File: config.mk
export PLATFORM = sky130hd
export DESIGN_NAME = sigdel_mod
export DESIGN_NICKNAME = d
export VERILOG_FILES = /design/src/rtl/sigdel_mod.sv
export SDC_FILE = /design/constraint.sdc
export NUM_CORES = 1
export LEC_CHECK = 0
export CORE_UTILIZATION = 56
export CTS_CLUSTER_SIZE = 14
export DETAILED_ROUTE_END_ITERATION = 8
export GPL_TIMING_DRIVEN = 0
export PLACE_DENSITY = 0.77
export SLEW_MARGIN = 20
export SYNTH_ARGS = -nofsm -noshare
export SYNTH_HDL_FRONTEND = slang
export SYNTH_SLANG_ARGS = --single-unit
File: constraint.sdc
create_clock -name clk -period 9.03 [get_ports clk]
set_clock_uncertainty 0.05 [all_clocks]
set_input_delay 0.903 -clock clk [delete_from_list [all_inputs] [get_ports clk]]
set_output_delay 0.903 -clock clk [all_outputs]
set_load 0.02 [all_outputs]
File: src/rtl/sigdel_mod.sv
// Second-order 1-bit sigma-delta DAC modulator. Accepts one offset-binary
// sample every OSR clocks over a ready/valid port and drives a bitstream pin.
module sigdel_mod #(
  parameter int BITLEN = 16,
  parameter int OSR    = 64,
  parameter int ACCW   = BITLEN + 4
) (
  input  logic              clk,
  input  logic              rst,
  input  logic              enable,
  input  logic [BITLEN-1:0] sample_in,
  input  logic              sample_valid,
  output logic              sample_ready,
  output logic              dac_out,
  output logic              underrun
);

  localparam int CNT_W = (OSR > 2) ? $clog2(OSR) : 1;
  localparam int SUMW  = ACCW + 2;

  localparam logic [CNT_W-1:0]       CNT_LAST = CNT_W'(OSR - 1);
  localparam logic [BITLEN-1:0]      X_MID    = {1'b1, {(BITLEN-1){1'b0}}};
  localparam logic signed [SUMW-1:0] SAT_MAX  = {3'b000, {(ACCW-1){1'b1}}};
  localparam logic signed [SUMW-1:0] SAT_MIN  = {3'b111, {(ACCW-1){1'b0}}};
  localparam logic signed [SUMW-1:0] FB_POS   =
    {{(SUMW-BITLEN){1'b0}}, 1'b1, {(BITLEN-1){1'b0}}};
  localparam logic signed [SUMW-1:0] FB_NEG   = -FB_POS;

  typedef enum logic [1:0] {
    IDLE  = 2'd0,
    PRIME = 2'd1,
    RUN   = 2'd2
  } state_t;

  state_t                  state_q, state_d;
  logic [CNT_W-1:0]        osr_cnt, osr_cnt_d;
  logic [BITLEN-1:0]       x_reg, x_reg_d;
  logic signed [ACCW-1:0]  acc1_q, acc1_d, acc2_q, acc2_d;
  logic signed [ACCW-1:0]  acc1_n, acc2_n;
  logic                    dac_d, underrun_d;
  logic signed [SUMW-1:0]  x_ext, fb, sum1, sum2;
  logic                    slot;

  // Clamp a widened sum back into the integrator range.
  function automatic logic signed [ACCW-1:0] sat(input logic signed [SUMW-1:0] v);
    if (v > SAT_MAX)      sat = SAT_MAX[ACCW-1:0];
    else if (v < SAT_MIN) sat = SAT_MIN[ACCW-1:0];
    else                  sat = v[ACCW-1:0];
  endfunction

  // Loop filter: two saturating integrators with 1-bit feedback, computed two
  // bits wider than the accumulators so the pre-clamp sums never wrap.
  always_comb begin
    x_ext  = {{(SUMW-BITLEN){~x_reg[BITLEN-1]}}, ~x_reg[BITLEN-1], x_reg[BITLEN-2:0]};
    fb     = dac_out ? FB_POS : FB_NEG;
    sum1   = {{2{acc1_q[ACCW-1]}}, acc1_q} + x_ext - fb;
    acc1_n = sat(sum1);
    sum2   = {{2{acc2_q[ACCW-1]}}, acc2_q} + {{2{acc1_n[ACCW-1]}}, acc1_n} - fb;
    acc2_n = sat(sum2);
  end

  assign slot = (osr_cnt == CNT_LAST);

  always_comb begin
    // NOTE: every signal written here gets a default first, so no path can
    // leave one unassigned and infer a latch.
    state_d      = state_q;
    osr_cnt_d    = osr_cnt;
    x_reg_d      = x_reg;
    acc1_d       = acc1_q;
    acc2_d       = acc2_q;
    dac_d        = dac_out;
    underrun_d   = underrun;
    sample_ready = 1'b0;

    unique case (state_q)
      IDLE: begin
        acc1_d    = '0;
        acc2_d    = '0;
        osr_cnt_d = '0;
        dac_d     = ~dac_out;
        if (enable) begin
          state_d    = PRIME;
          underrun_d = 1'b0;
        end
      end

      PRIME: begin
        sample_ready = 1'b1;
        dac_d        = ~dac_out;
        if (!enable) begin
          state_d = IDLE;
        end else if (sample_valid) begin
          x_reg_d   = sample_in;
          osr_cnt_d = '0;
          state_d   = RUN;
        end
      end

      RUN: begin
        sample_ready = slot;
        if (!enable) begin
          // Disable wins over a sample offered in the same cycle.
          state_d   = IDLE;
          acc1_d    = '0;
          acc2_d    = '0;
          osr_cnt_d = '0;
          dac_d     = ~dac_out;
        end else begin
          acc1_d    = acc1_n;
          acc2_d    = acc2_n;
          dac_d     = (acc2_n >= 0);
          osr_cnt_d = slot ? '0 : osr_cnt + 1'b1;
          if (slot) begin
            if (sample_valid) x_reg_d    = sample_in;
            else              underrun_d = 1'b1;
          end
        end
      end

      default: state_d = IDLE;
    endcase
  end

  // NOTE: sequential state uses non-blocking assignments so every flop
  // samples pre-edge values; the combinational blocks above use blocking.
  always_ff @(posedge clk or posedge rst) begin
    if (rst) begin
      state_q  <= IDLE;
      osr_cnt  <= '0;
      x_reg    <= X_MID;
      acc1_q   <= '0;
      acc2_q   <= '0;
      dac_out  <= 1'b0;
      underrun <= 1'b0;
    end else begin
      state_q  <= state_d;
      osr_cnt  <= osr_cnt_d;
      x_reg    <= x_reg_d;
      acc1_q   <= acc1_d;
      acc2_q   <= acc2_d;
      dac_out  <= dac_d;
      underrun <= underrun_d;
    end
  end

endmodule

==> impl_metrics.toml, run 1 <==
[clocking]
cts_root_buffer = "clkbuf_8"
cts_buffer_depth = 2
tritoncts = "built"
cts-htree-levels = 3
cts_inserted_buffers = 9
clk_latency_ns = 0.37
clock_sinks = 66
clk_pin_slew_worst_paths_ns = 0.08

[worst_setup_path]
slowest_delay_ns = 0.44
cp.required_ns = 9.23
cp-end-kind = "flop"
critical_path_buf_inv_count = 3
critPathKind = "reg2reg"
crit_top_cell = "a21oi_1"
critical_path.top_delay_family = "compound AO/OA/AOI/OAI gates"
crit_fanout = 10
arrival_ns = 9.10
crit_slowest_cell = "a2111o_1"
startpoint_type = "flop"

[sta]
hold_viol_final = 0
finalSetupViolCount = 0
setup_slack_ns = 0.136
period_share_pct = 98.5
tightest_slew_ns = 0.735
slew_headroom_pct = 51.0
slew_violations = 0
min_period_ns = 8.89
fmax_mhz = 112

[route]
wl_um = 14500
route.detailed.drc = 0
ant_nets = 0
drt_first_iter_violations = 407
routedWlPerCell_um = 18.0
vias_per_cell = 6.40
drt-pass1-iter-count = 6
via_count = 5147

[floorplanning]
ioPinCount = 23
dieArea_sq_um = 10500
fp.dieH_um = 103
rows = 36
initial_core_util_pct = 57.9
die_x_um = 103
core_sq_um = 9770

[placed_design]
pre_cts_ws_ns = -0.922
place_area_sq_um = 6070
place_congestion = 0.900
dp_hpwl_um = 10500
port_buffers = 21

[global_routing]
grt-ovfl-total = 0
grt_pass1_wl_um = 23800
grt_max_degree = 53
antenna_found_initial = 0
grt_usage_pct = 29.2
first_global_vias = 5002

[cells_and_area]
drive_gt1_share_pct = 14.5
antennaDiodeCount = 0
syn_to_final_growth_pct = 14.2
postLayoutCellArea_sq_um = 6460
fin_nets = 745

[job]
max_cap_viol_count = 0

[yosys]
ys_warn_count = 0
synth_top_area_share_pct = 28.7
avgSynthCellArea_sq_um = 9.08
synth_area_leader_cell = "dfrtp_1"
synth_edf_count = 0
async_flop_share_pct = 100
ys_seq_elements = 66
ys_seq_area_share_pct = 29.2
synthTopCellsByArea = "dfrtp_1 (29%), ha_1 (12%), a221o_1 (4.1%)"
synth.distinct_cells = 76
synth_common_cells = "dfrtp_1 (65), ha_1 (55), nor2_1 (46), nand2_1 (42), a21oi_1 (38)"
syn_nets = 702
synth.most_common_cell = "dfrtp_1"
synth_flop_cell = "dfrtp_1"
synth_area_sq_um = 5660
synth_cells = 623

[outcome]
outcome = "completed"

[min_path]
hold_path.class = "reg2reg"
-- worst reg2reg max path: cells and delay by family, from the launching register on --
family | cells | cell delay (ns)
xor gates and xnor gates | 3 | 0.59
AOI/OAI and AO/OA | 20 | 4.41
and+or+nand+nor | 6 | 0.94
buffers and inverters | 3 | 0.44
DFF | 1 | 0.37
adders and majority gates | 6 | 2.01
-- placed cells by master, fill, tap and decap left out, types with 7 or more instances in the layout --
master / Yosys / routed
dfrtp_1: 65 / 65
xnor2_1: 23 / 22
clkdlybuf4s50_1: 0 / 21
a21oi_1: 38 / 34
nand2b_1: 11 / 11
a211o_1: 13 / 13
a221o_1: 23 / 23
a21o_1: 17 / 17
nor3_1: 16 / 16
nor2_1: 46 / 45
a31oi_1: 7 / 7
mux2_2: 17 / 17
and2_1: 9 / 7
ha_1: 55 / 51
buf_4: 1 / 18
clkbuf_8: 0 / 12
nor2b_1: 9 / 8
inv_1: 23 / 22
nand2_1: 42 / 42
o21ai_0: 35 / 32
a211oi_1: 16 / 14
and3_1: 7 / 7
clkbuf_1: 18 / 11
xor2_1: 17 / 17
o21ai_1: 13 / 14
nand3_1: 9 / 9
-- path summary, 6_finish.rpt --
kind / startpoint / cells after the start / to / slack (ns)
max in group asynchronous: rst / 3 / x_reg[15] / 7.60
worst min-delay path: acc1_q[5] / 1 / acc1_q[5] / 0.45
worst max register to register: acc1_q[0] / 38 / acc2_q[10] / 0.14
worst min register to register: acc1_q[5] / 1 / acc1_q[5] / 0.45
min in group asynchronous: rst / 2 / acc2_q[9] / 0.76
worst max-delay path: acc1_q[0] / 38 / acc2_q[10] / 0.14
-- cell type report --
cell class / count / area (sq um)
Tap cell: 133 / 166
Clock inverter: 3 / 46.3
Buffer: 19 / 95.1
Inverter: 23 / 88.8
Fill cell: 820 / 3310
Timing Repair Buffer: 37 / 350
Multi-Input combinational cell: 510 / 3890
Clock buffer: 13 / 169
Sequential cell: 66 / 1650
-- per-stage QoR --
stage | TNS (ns) | instances | utilization, % | hold slack (ns)
2_1_floorplan | 0 | 623 | - | 0.403
3_3_place_gp | -12.76 | 777 | 61.8 | 0.420
3_5_place_dp | -15.49 | 778 | 62.1 | 0.435
4_1_cts | 0 | 795 | 64.8 | 0.451
5_1_grt | -2.56 | 804 | 66.1 | 0.460
6_report | 0 | 804 | 66.1 | 0.447
-- metal layers --
layer | up-vias | track usage, % | share of wire (%)
met1 | 2535 | 38.2 | 45
met5 | - | 0 | 0
met2 | 140 | 48.0 | 48
met3 | 34 | 4.07 | 3.4
met4 | 0 | 14.0 | 3.3
li1 | 2438 | - | -
-- timing repair --
item / in CTS / in global routing
endpoints found under the setup margin: 19 / 19
hold buffers: 0 / 0
gates cloned: 0 / 0
setup buffers: 3 / 12
endpoints found under the hold margin: 0 / 0
pin swaps: 5 / 11
gates resized for setup: 12 / 22
-- logic make-up (layout without fill, tap and decap cells) --
| logic type | after synthesis | after routing | synth area share [%] |
|---|---|---|---|
| mux | 21 | 21 | 4.09 |
| compound gates | 219 | 219 | 28.2 |
| fa+ha+maj | 59 | 59 | 13.6 |
| xor+xnor | 40 | 40 | 6.19 |
| simple gates | 171 | 171 | 15.4 |
| buf+inv | 47 | 95 | 3.38 |
| flops | 66 | 66 | 29.2 |
Power of run 1 is left out: the tool's default activity adds up to more than one toggle a clock period on the data nets, which glitch-free logic cannot reach.
==> inputs of run 2 (changes only) <==
--- a/config.mk
+++ b/config.mk
@@ -6,9 +6,8 @@
 export NUM_CORES = 1
 export LEC_CHECK = 0
-export CORE_UTILIZATION = 56
+export CORE_UTILIZATION = 25
 export CTS_CLUSTER_SIZE = 14
 export DETAILED_ROUTE_END_ITERATION = 8
 export GPL_TIMING_DRIVEN = 0
-export PLACE_DENSITY = 0.77
 export SLEW_MARGIN = 20
 export SYNTH_ARGS = -nofsm -noshare
==> constraint.sdc (replaced) <==
create_clock -name clk -period 8.7 [get_ports clk]
set_clock_uncertainty 0.05 [all_clocks]
set_input_delay 0.87 -clock clk [delete_from_list [all_inputs] [get_ports clk]]
set_output_delay 0.87 -clock clk [all_outputs]
set_load 0.1 [all_outputs]
==> run 2 against run 1 <==
Die area rose by 120%. Global-route usage shrank 16 points. Non-clock buffer count is 3 higher. Critical path depth up 1. Via count shrank 4.6%. Largest cell class unchanged. Core utilization down 35 points. Worst hold slack worse by 0.0017 ns. Fmax rose by 6.4%. Final area up 6.6%. Sequential share of layout area decreased by 1.6 points. Final cell count grew 19%.
==> impl_metrics.toml, run 2 (same netlist as run 1, synthesis figures left out) <==
[outcome]
outcome = "completed"

[cells_and_area]
postLayoutCellArea_sq_um = 6890
layout_common_cells = "dfrtp_1 (65), ha_1 (50), nor2_1 (44), nand2_1 (42), a21oi_1 (32)"
drive_gt1_share_pct = 17.1
syn_to_final_growth_pct = 21.8
final_common_cell = "dfrtp_1"
fin_nets = 748
fillers = 2294
antennaDiodeCount = 0

[placed_design]
place_congestion = 0.816
dp_hpwl_um = 10700
port_buffers = 21
place_area_sq_um = 6240

[clocking]
cts_inserted_buffers = 9
cts_root_buffer = "clkbuf_16"
clk_pin_slew_worst_paths_ns = 0.06
holdBufCountCts = 0
clk_latency_ns = 0.34
cts_buffer_depth = 2
tritoncts = "built"
cts-htree-levels = 3
clock_sinks = 66

[global_routing]
grt_usage_pct = 12.8
first_global_vias = 4710
grt-ovfl-total = 0
grt_pass1_wl_um = 24100
grt_max_degree = 38
antenna_found_initial = 0

[route]
vias_per_cell = 5.15
drt_first_iter_violations = 305
route.detailed.drc = 0
wl_um = 14500
drt-pass1-iter-count = 4
via_count = 4911
ant_nets = 0
routedWlPerCell_um = 15.2

[min_path]
hold_path.class = "reg2reg"

[sta]
hold_viol_final = 0
period_share_pct = 96.0
min_period_ns = 8.36
fmax_mhz = 120
finalSetupViolCount = 0
slew_violations = 0
tns_ns = 0
slew_headroom_pct = 32.8
tightest_slew_ns = 1.00

[worst_setup_path]
crit_slowest_cell = "a2111o_1"
crit_start = "x_reg[0]"
worst_r2r_endpoint = "acc2_q[10]"
r2r_cells = 39
endpoint = "acc2_q[10]"
critPathKind = "reg2reg"
r2r-start = "x_reg[0]"
crit_fanout = 10
cp-end-kind = "flop"
arrival_ns = 8.52
startpoint_type = "flop"
slowest_delay_ns = 0.44
cp.required_ns = 8.86
r2r_setup_slack_ns = 0.34

[floorplanning]
initial_core_util_pct = 25.7
dieArea_sq_um = 23200
core_sq_um = 22000
die_x_um = 152
fp.dieH_um = 152
rows = 54
ioPinCount = 23

[job]
max_cap_viol_count = 0
run 2: changes by cell type in the layout (fill, tap and decap cells not counted), moves of 3 or more:
cell / previous run / this run
a211oi_2: 4 / 7
a211oi_1: 14 / 11
clkbuf_8: 12 / 2
buf_4: 18 / 22
clkbuf_16: 0 / 9
run 2: timing repair:
| action | 4_1_cts | 5_1_grt |
|---|---|---|
| cloned | 0 | 0 |
| pin swaps | 14 | 13 |
| buffers inserted | 13 | 6 |
| resized for setup | 25 | 32 |
| setup endpoints to repair | 21 | 20 |
run 2: worst min path at each step:
stage	start	slack, ns	endpoint	cells after the start
after floorplan	acc2_q[19]	0.40	acc2_q[19]	2
after global placement	acc1_q[0]	0.42	acc1_q[0]	2
after detailed placement	acc1_q[0]	0.43	acc1_q[0]	2
after CTS	acc1_q[0]	0.44	acc1_q[0]	2
after global routing	acc1_q[6]	0.45	acc1_q[6]	1
final	acc1_q[6]	0.45	acc1_q[6]	1
run 2: area by class of cell:
cell class / count / area [sq um] / area share [%]
Multi-Input combinational cell: 510 / 4030 / 58.5
Clock buffer: 12 / 256 / 3.72
Buffer: 18 / 92.6 / 1.34
Sequential cell: 66 / 1650 / 24.0
Tap cell: 280 / 350 / 5.08
Inverter: 23 / 88.8 / 1.29
Clock inverter: 4 / 48.8 / 0.708
Timing Repair Buffer: 41 / 373 / 5.41
run 2: worst max-delay path, delay by kind of cell (launching register included):
family          cells  cell delay, ns
compound gates     21            4.27
xor+xnor            2            0.19
fa+ha+maj           6            1.88
buf+inv             4            0.54
flops               1            0.36
simple gates        6            0.92
run 2: layer usage:
metal | vias up | routed length [um] | global-route usage, %
met2 | 72 | 6870 | 21.3
met1 | 2377 | 6960 | 16.8
li1 | 2450 | - | -
met3 | 12 | 341 | 1.71
met5 | - | 0 | 0
met4 | 0 | 327 | 4.91
run 2: through the flow:
| step | util (%) | setup slack, ns | hold WS (ns) | cells |
|---|---|---|---|---|
| 2_1_floorplan | - | 0.315 | 0.403 | 623 |
| 3_5_place_dp | 28.3 | -1.33 | 0.430 | 925 |
| 4_1_cts | 30.4 | 0.0282 | 0.444 | 950 |
| 6_report | 31.3 | 0.345 | 0.445 | 954 |
| 3_3_place_gp | 28.2 | -1.31 | 0.424 | 924 |
| 5_1_grt | 31.3 | -0.00186 | 0.454 | 954 |
Power of run 2 is left out for the same reason.
==> patch 1, RTL diff (settings of run 2) <==
The 3 states of `state_t` get a one-hot encoding in 3 bits.
--- a/src/rtl/sigdel_mod.sv
+++ b/src/rtl/sigdel_mod.sv
@@ -27,8 +27,8 @@
   localparam logic signed [SUMW-1:0] FB_NEG   = -FB_POS;
 
-  typedef enum logic [1:0] {
-    IDLE  = 2'd0,
-    PRIME = 2'd1,
-    RUN   = 2'd2
+  typedef enum logic [2:0] {
+    IDLE  = 3'b001,
+    PRIME = 3'b010,
+    RUN   = 3'b100
   } state_t;
 
Function: no difference found for any inputs over 4 cycles, from zero or initial values and one cycle with rst high; so few cycles prove little.
==> patch 1 against run 2 <==
- critical path depth decreased by 1
- wire length decreased by 5.0%
- critical path type unchanged
- final area decreased by 5.2%
- sequential share of layout area increased by 1.7 points
- sequential cell count increased by 1
- worst setup slack got worse by 20 ps
- synthesized area decreased by 6.2%
- via count decreased by 8.3%
Power is not shown: default switching activity piles up to over one toggle a cycle in this logic, so the estimate is an artifact.
==> patch 1: results (changes against run 2) <==
- Run status: finished, final reports clean (unchanged)
- Post-detailed-route via-to-cell ratio: 5.04 (was 5.15)
* Ranking of synthesized cells by area: sky130_fd_sc_hd__dfrtp_1 (31%), sky130_fd_sc_hd__ha_1 (12%), sky130_fd_sc_hd__a21o_1 (4.2%) (was sky130_fd_sc_hd__dfrtp_1 (29%), sky130_fd_sc_hd__ha_1 (12%), sky130_fd_sc_hd__a221o_1 (4.1%))
- Synth unique cells: 64 (was 76)
- The fraction of layout cells with a size suffix above 1 is 17.8% (was 17.1%).
- Post-synthesis sequential element count: 67 (was 66)
- The last weighted congestion value of the routability-driven placer is 0.817 (was 0.816).
- Hold Crit Endpoint: acc1_q[16] (was acc1_q[6])
- The synthesized netlist cell count came to 572 (was 623).
- The level count of the clock H-tree is 3 (unchanged).
* Total half-perimeter wirelength after legalization and detailed placement: 10.0 mm (was 10.7 mm)
* Number of I/O port buffers: 22 (was 21)
- Global-route wire length before repair: 22.4 mm (was 24.1 mm)
* Number of nets in the final layout: 693 (was 748)
- The routing usage on met3 was 2.72% (was 1.71%).
- Via count of the first global-routing pass: 4407 (was 4710)
* Slowest cell on crit path: sky130_fd_sc_hd__a2111oi_4 (was sky130_fd_sc_hd__a2111o_1)
- Crit Reg-Reg Endpoint: acc2_q[4] (was acc2_q[10])
* HP Start: acc1_q[16] (was acc1_q[6])
- The smallest hold slack is 431 ps (was 445 ps).
* Seq/Total Area, Yosys: 31.6% (was 29.2%)
- The global-route track usage on met1 was 17.9% (was 16.8%).
* Worst-case setup slack after placement: -1280 ps (was -1330 ps)
* Largest incremental delay on the critical path: 510 ps (was 440 ps)
- Worst path arrival time: 8540 ps (was 8520 ps)
- The number of cells in the design after placement came to 865 (was 925).
- Final cell count without fillers: 893 (was 954)
- Worst reg2reg path startpoint: acc1_q[0] (was x_reg[0])
- The global router's overall resource usage came to 12.9% (was 12.8%).
* Pin count of the biggest net entering global routing: 45 (was 38)
- R2R depth: 38 (was 39)
- Total length of routed wires: 13.8 mm (was 14.5 mm)
- The number of DRC violations after detailed-routing iteration 0 was 218 (was 305).
* Top cells by count, synth: sky130_fd_sc_hd__dfrtp_1 (65), sky130_fd_sc_hd__ha_1 (51), sky130_fd_sc_hd__nand2_1 (46) (was sky130_fd_sc_hd__dfrtp_1 (65), sky130_fd_sc_hd__ha_1 (55), sky130_fd_sc_hd__nor2_1 (46))
- The number of instances on the worst hold path came to 2 (was 1).
- The met2 routing resource usage after global routing came to 20.3% (was 21.3%).
- The transition time of the tightest slew-check pin came to 993 ps (was 1000 ps).
- The register-to-register setup slack came to 320 ps (was 340 ps).
- Synthesized net count: 647 (was 702)
-- patch 1: cell types whose count changed in the layout (fill, tap and decap cells not counted), moves of 7 or more --
cell / change
sky130_fd_sc_hd__inv_1: -8
sky130_fd_sc_hd__nor3_1: -7
sky130_fd_sc_hd__a211o_1: -9
sky130_fd_sc_hd__a21o_1: +14
sky130_fd_sc_hd__buf_4: -7
sky130_fd_sc_hd__o21ai_1: -11
sky130_fd_sc_hd__o311ai_0: +12
sky130_fd_sc_hd__a221o_1: -13
-- patch 1: layer usage --
layer	wire [microns]	part of all wire [%]
met1	6960	51
met2	6180	45
met3	490	3.6
met4	146	1.1
met5	0	0
-- patch 1: cell families (layout without fill, tap and decap cells) --
| kind of cell | after synthesis | in the layout | share of synthesized area (%) |
|---|---|---|---|
| compound gates | 199 | 199 | 26.7 |
| xor+xnor | 36 | 36 | 5.94 |
| fa+ha+maj | 55 | 55 | 13.5 |
| buf+inv | 36 | 87 | 3.54 |
| flops | 67 | 67 | 31.6 |
| mux | 19 | 19 | 3.94 |
| simple gates | 160 | 160 | 14.8 |
-- patch 1: stage by stage --
| step | cell area, sq um | util (%) |
|---|---|---|
| 5_1_grt | 6530 | 31.9 |
| 6_report | 6530 | 31.9 |
| 3_3_place_gp | 5870 | 28.6 |
| 2_1_floorplan | 5310 | - |
| 4_1_cts | 6300 | 30.8 |
| 3_5_place_dp | 5900 | 28.8 |
-- patch 1: cell type report --
class                   count  area, sq um
clock buffers              11          233
clock inverters             5         53.8
plain buffers              20          136
multi-input cells         469         3690
well taps                 270          338
repair buffers             36          345
fillers                  2134        14000
inverters                  15         58.8
flip-flops and latches     67         1680
-- patch 1: worst max-delay path by stage --
stage	slack [ps]	endpoint	startpoint	cells after the start
floorplan	660	acc2_q[17]	acc1_q[0]	39
global placement	-1270	acc2_q[0]	acc1_q[0]	36
detailed placement	-1280	acc2_q[0]	acc1_q[0]	37
CTS	9	acc2_q[11]	acc1_q[0]	37
global route	-30	acc2_q[13]	acc1_q[0]	40
finish	320	acc2_q[4]	acc1_q[0]	38
-- patch 1: worst max-delay path: cells and delay by family (launching register included) --
| family | cells | cell delay (ps) |
|---|---|---|
| adders and majority gates | 5 | 1470 |
| xor gates and xnor gates | 2 | 230 |
| muxes | 1 | 110 |
| DFF | 1 | 370 |
| buffers and inverters | 6 | 870 |
| and+or+nand+nor | 8 | 1210 |
| AOI/OAI and AO/OA | 16 | 3920 |
-- patch 1: repair_timing --
item	in CTS	in global routing
gates cloned	0	0
gates resized for setup	21	39
pin swaps	2	15
setup endpoints to repair	21	20
setup buffers	4	9
==> patch 2, RTL diff (flow settings as in run 2) <==
Made on the original files. `OSR`: 64 -> 128.
--- a/src/rtl/sigdel_mod.sv
+++ b/src/rtl/sigdel_mod.sv
@@ -3,5 +3,5 @@
 module sigdel_mod #(
   parameter int BITLEN = 16,
-  parameter int OSR    = 64,
+  parameter int OSR    = 128,
   parameter int ACCW   = BITLEN + 4
 ) (
Function: no difference found for any inputs over 4 cycles, from zero or initial values and one cycle with rst high; that may be too few to reach the edited logic, so the function may still have changed.
==> patch 2 against run 2 <==
- wire length decreased by 14%
- final area is 7.0% lower
- global-route usage shrank 0.77 points
- sequential cell count increased by 1
- worst setup slack better by 15 ps
- critical path type unchanged
- die area decreased by 6.4%
- synthesized area decreased by 6.5%
- fmax up 0.18%
- worst hold slack worse by 9.6 ps
Power is left out: the tool's default activity adds up to more than one toggle a clock period on the data nets, which glitch-free logic cannot reach.
==> patch 2: results (changes against run 2) <==
- Worst-path fanout max: 10 (unchanged)
- The smallest hold slack was 436 ps (was 445 ps).
- The count of distinct cell types in the synthesized netlist was 68 (was 76).
- The async set-reset flop share out of synthesis came to 100% (unchanged).
* Clock slew seen by the registers of the worst setup and hold paths: 60 ps (about the same)
* XOR/XNOR Fraction of Synth Area: 7.78% (was 6.19%)
* Run status: finished, final reports clean (unchanged)
- The proportion of synthesized area in mux cells came to 3.38% (was 4.09%).
* Synth warnings: 0 (unchanged)
- The cell at the root of the clock tree was sky130_fd_sc_hd__clkbuf_16 (unchanged).
* HP Start: underrun (was acc1_q[6])
* RePlAce Congestion: 0.828 (was 0.816)
- The part of the Yosys area used for sequential elements is 31.7% (was 29.2%).
* Number of diodes added for antenna fixing: 0 (unchanged)
* Number of antenna violations at the first check in global routing: 0 (unchanged)
* Total half-perimeter wirelength after legalization and detailed placement: 9.19 mm (was 10.7 mm)
- The total CTS buffers came to 9 (unchanged).
* Synthesized-area fraction occupied by adder cells: 14.5% (was 13.6%)
- The number of nets in the synthesized netlist came to 635 (was 702).
- Share of final-layout standard cells stronger than drive strength 1: 17.3% (was 17.1%)
* Worst reg2reg path startpoint: x_reg[0] (unchanged)
- The layout net count is 680 (was 748).
- Number of I/O port buffers: 21 (unchanged)
* Iter 0 DRT Violations: 228 (was 305)
- Cts repair resizes: 23 (was 25)
- Type of the worst setup path: reg2reg (unchanged)
- The via count of the first global-routing pass was 4231 (was 4710).
- Global-route wire length before repair: 20.7 mm (was 24.1 mm)
- Depth of the CTS H-tree: 3 (unchanged)
- The average wire per cell in the routed design is 14.3 microns (was 15.2 microns).
* Hold buffer count at cts: 0 (unchanged)
- Number of inserted filler cells in the final layout: 2134 (was 2294)
* Number of buffers on the longest clock path: 2 (unchanged)
- Post-synth EDFFs: 0 (unchanged)
- The first-pass iteration count of the detailed router was 4 (unchanged).
- Transition at the pin with the smallest max-transition slack: 985 ps (was 1000 ps)
- Buffers inserted during post-CTS setup optimization: 6 (was 13)
* Largest incremental delay on the critical path: 390 ps (was 440 ps)
- Top cells by count, synth: sky130_fd_sc_hd__dfrtp_1 (66), sky130_fd_sc_hd__ha_1 (55), sky130_fd_sc_hd__nand2_1 (42) (was sky130_fd_sc_hd__dfrtp_1 (65), sky130_fd_sc_hd__ha_1 (55), sky130_fd_sc_hd__nor2_1 (46))
- Post-detailed-route via-to-cell ratio: 5.00 (was 5.15)
* Slowest cell on crit path: sky130_fd_sc_hd__fa_2 (was sky130_fd_sc_hd__a2111o_1)
* Min-Delay Path Class: reg2reg (unchanged)
* Global Route Usage Sum: 12.0% (was 12.8%)
* Setup slack of the worst register-to-register path: 360 ps (was 340 ps)
* Compound-gate portion of the synthesized area: 26.2% (was 28.2%)
- Ranking of synthesized cells by area: sky130_fd_sc_hd__dfrtp_1 (31%), sky130_fd_sc_hd__ha_1 (13%), sky130_fd_sc_hd__a221o_1 (5.5%) (was sky130_fd_sc_hd__dfrtp_1 (29%), sky130_fd_sc_hd__ha_1 (12%), sky130_fd_sc_hd__a221o_1 (4.1%))
-- patch 2: cell count changes after synthesis, moves of 9 or more --
cell,change
sky130_fd_sc_hd__a211oi_1,-13
sky130_fd_sc_hd__clkbuf_1,-10
sky130_fd_sc_hd__nor2_1,-16
sky130_fd_sc_hd__nor3_1,-11
sky130_fd_sc_hd__xnor2_1,+9
-- patch 2: through the flow --
stage,std cells,setup WS (ps),area [sq um]
after global placement,847,-1040,5840
final,876,360,6410
after detailed placement,848,-987,5860
after floorplan,556,481,5290
after global routing,876,-41.8,6410
after CTS,870,7.54,6280
-- patch 2: cell type report --
type | instances | area, sq um | area share [%]
plain buffers | 19 | 126 | 1.97
multi-input cells | 444 | 3560 | 55.5
flip-flops and latches | 67 | 1680 | 26.2
clock buffers | 13 | 250 | 3.90
repair buffers | 34 | 320 | 5.00
clock inverters | 3 | 40.0 | 0.625
inverters | 26 | 100 | 1.56
well taps | 270 | 338 | 5.27
-- patch 2: final timing paths --
check,endpoint,cells after the start
setup / recovery,acc2_q[1],41
hold / removal,underrun,2
setup reg to reg,acc2_q[1],41
hold reg to reg,underrun,2
max in group asynchronous,acc2_q[16],3
min in group asynchronous,x_reg[7],2
-- patch 2: cells by family (layout without fill, tap and decap cells) --
logic type,Yosys count,count (layout)
AND/OR/NAND/NOR,132,132
multiplexers,16,16
buffers and inverters,45,95
XOR/XNOR,47,47
adder cells (fa/ha/maj),59,59
flip-flops,67,67
AO/OA/AOI/OAI,190,190
-- patch 2: metal layers --
layer | routed length [microns] | part of all wire, % | vias up | GRT usage, %
met5 | 0 | 0 | - | 0
met2 | 5950 | 47 | 52 | 19.4
met4 | 166 | 1.3 | 0 | 4.43
li1 | - | - | 2169 | -
met3 | 349 | 2.8 | 14 | 2.72
met1 | 6070 | 48 | 2143 | 15.6
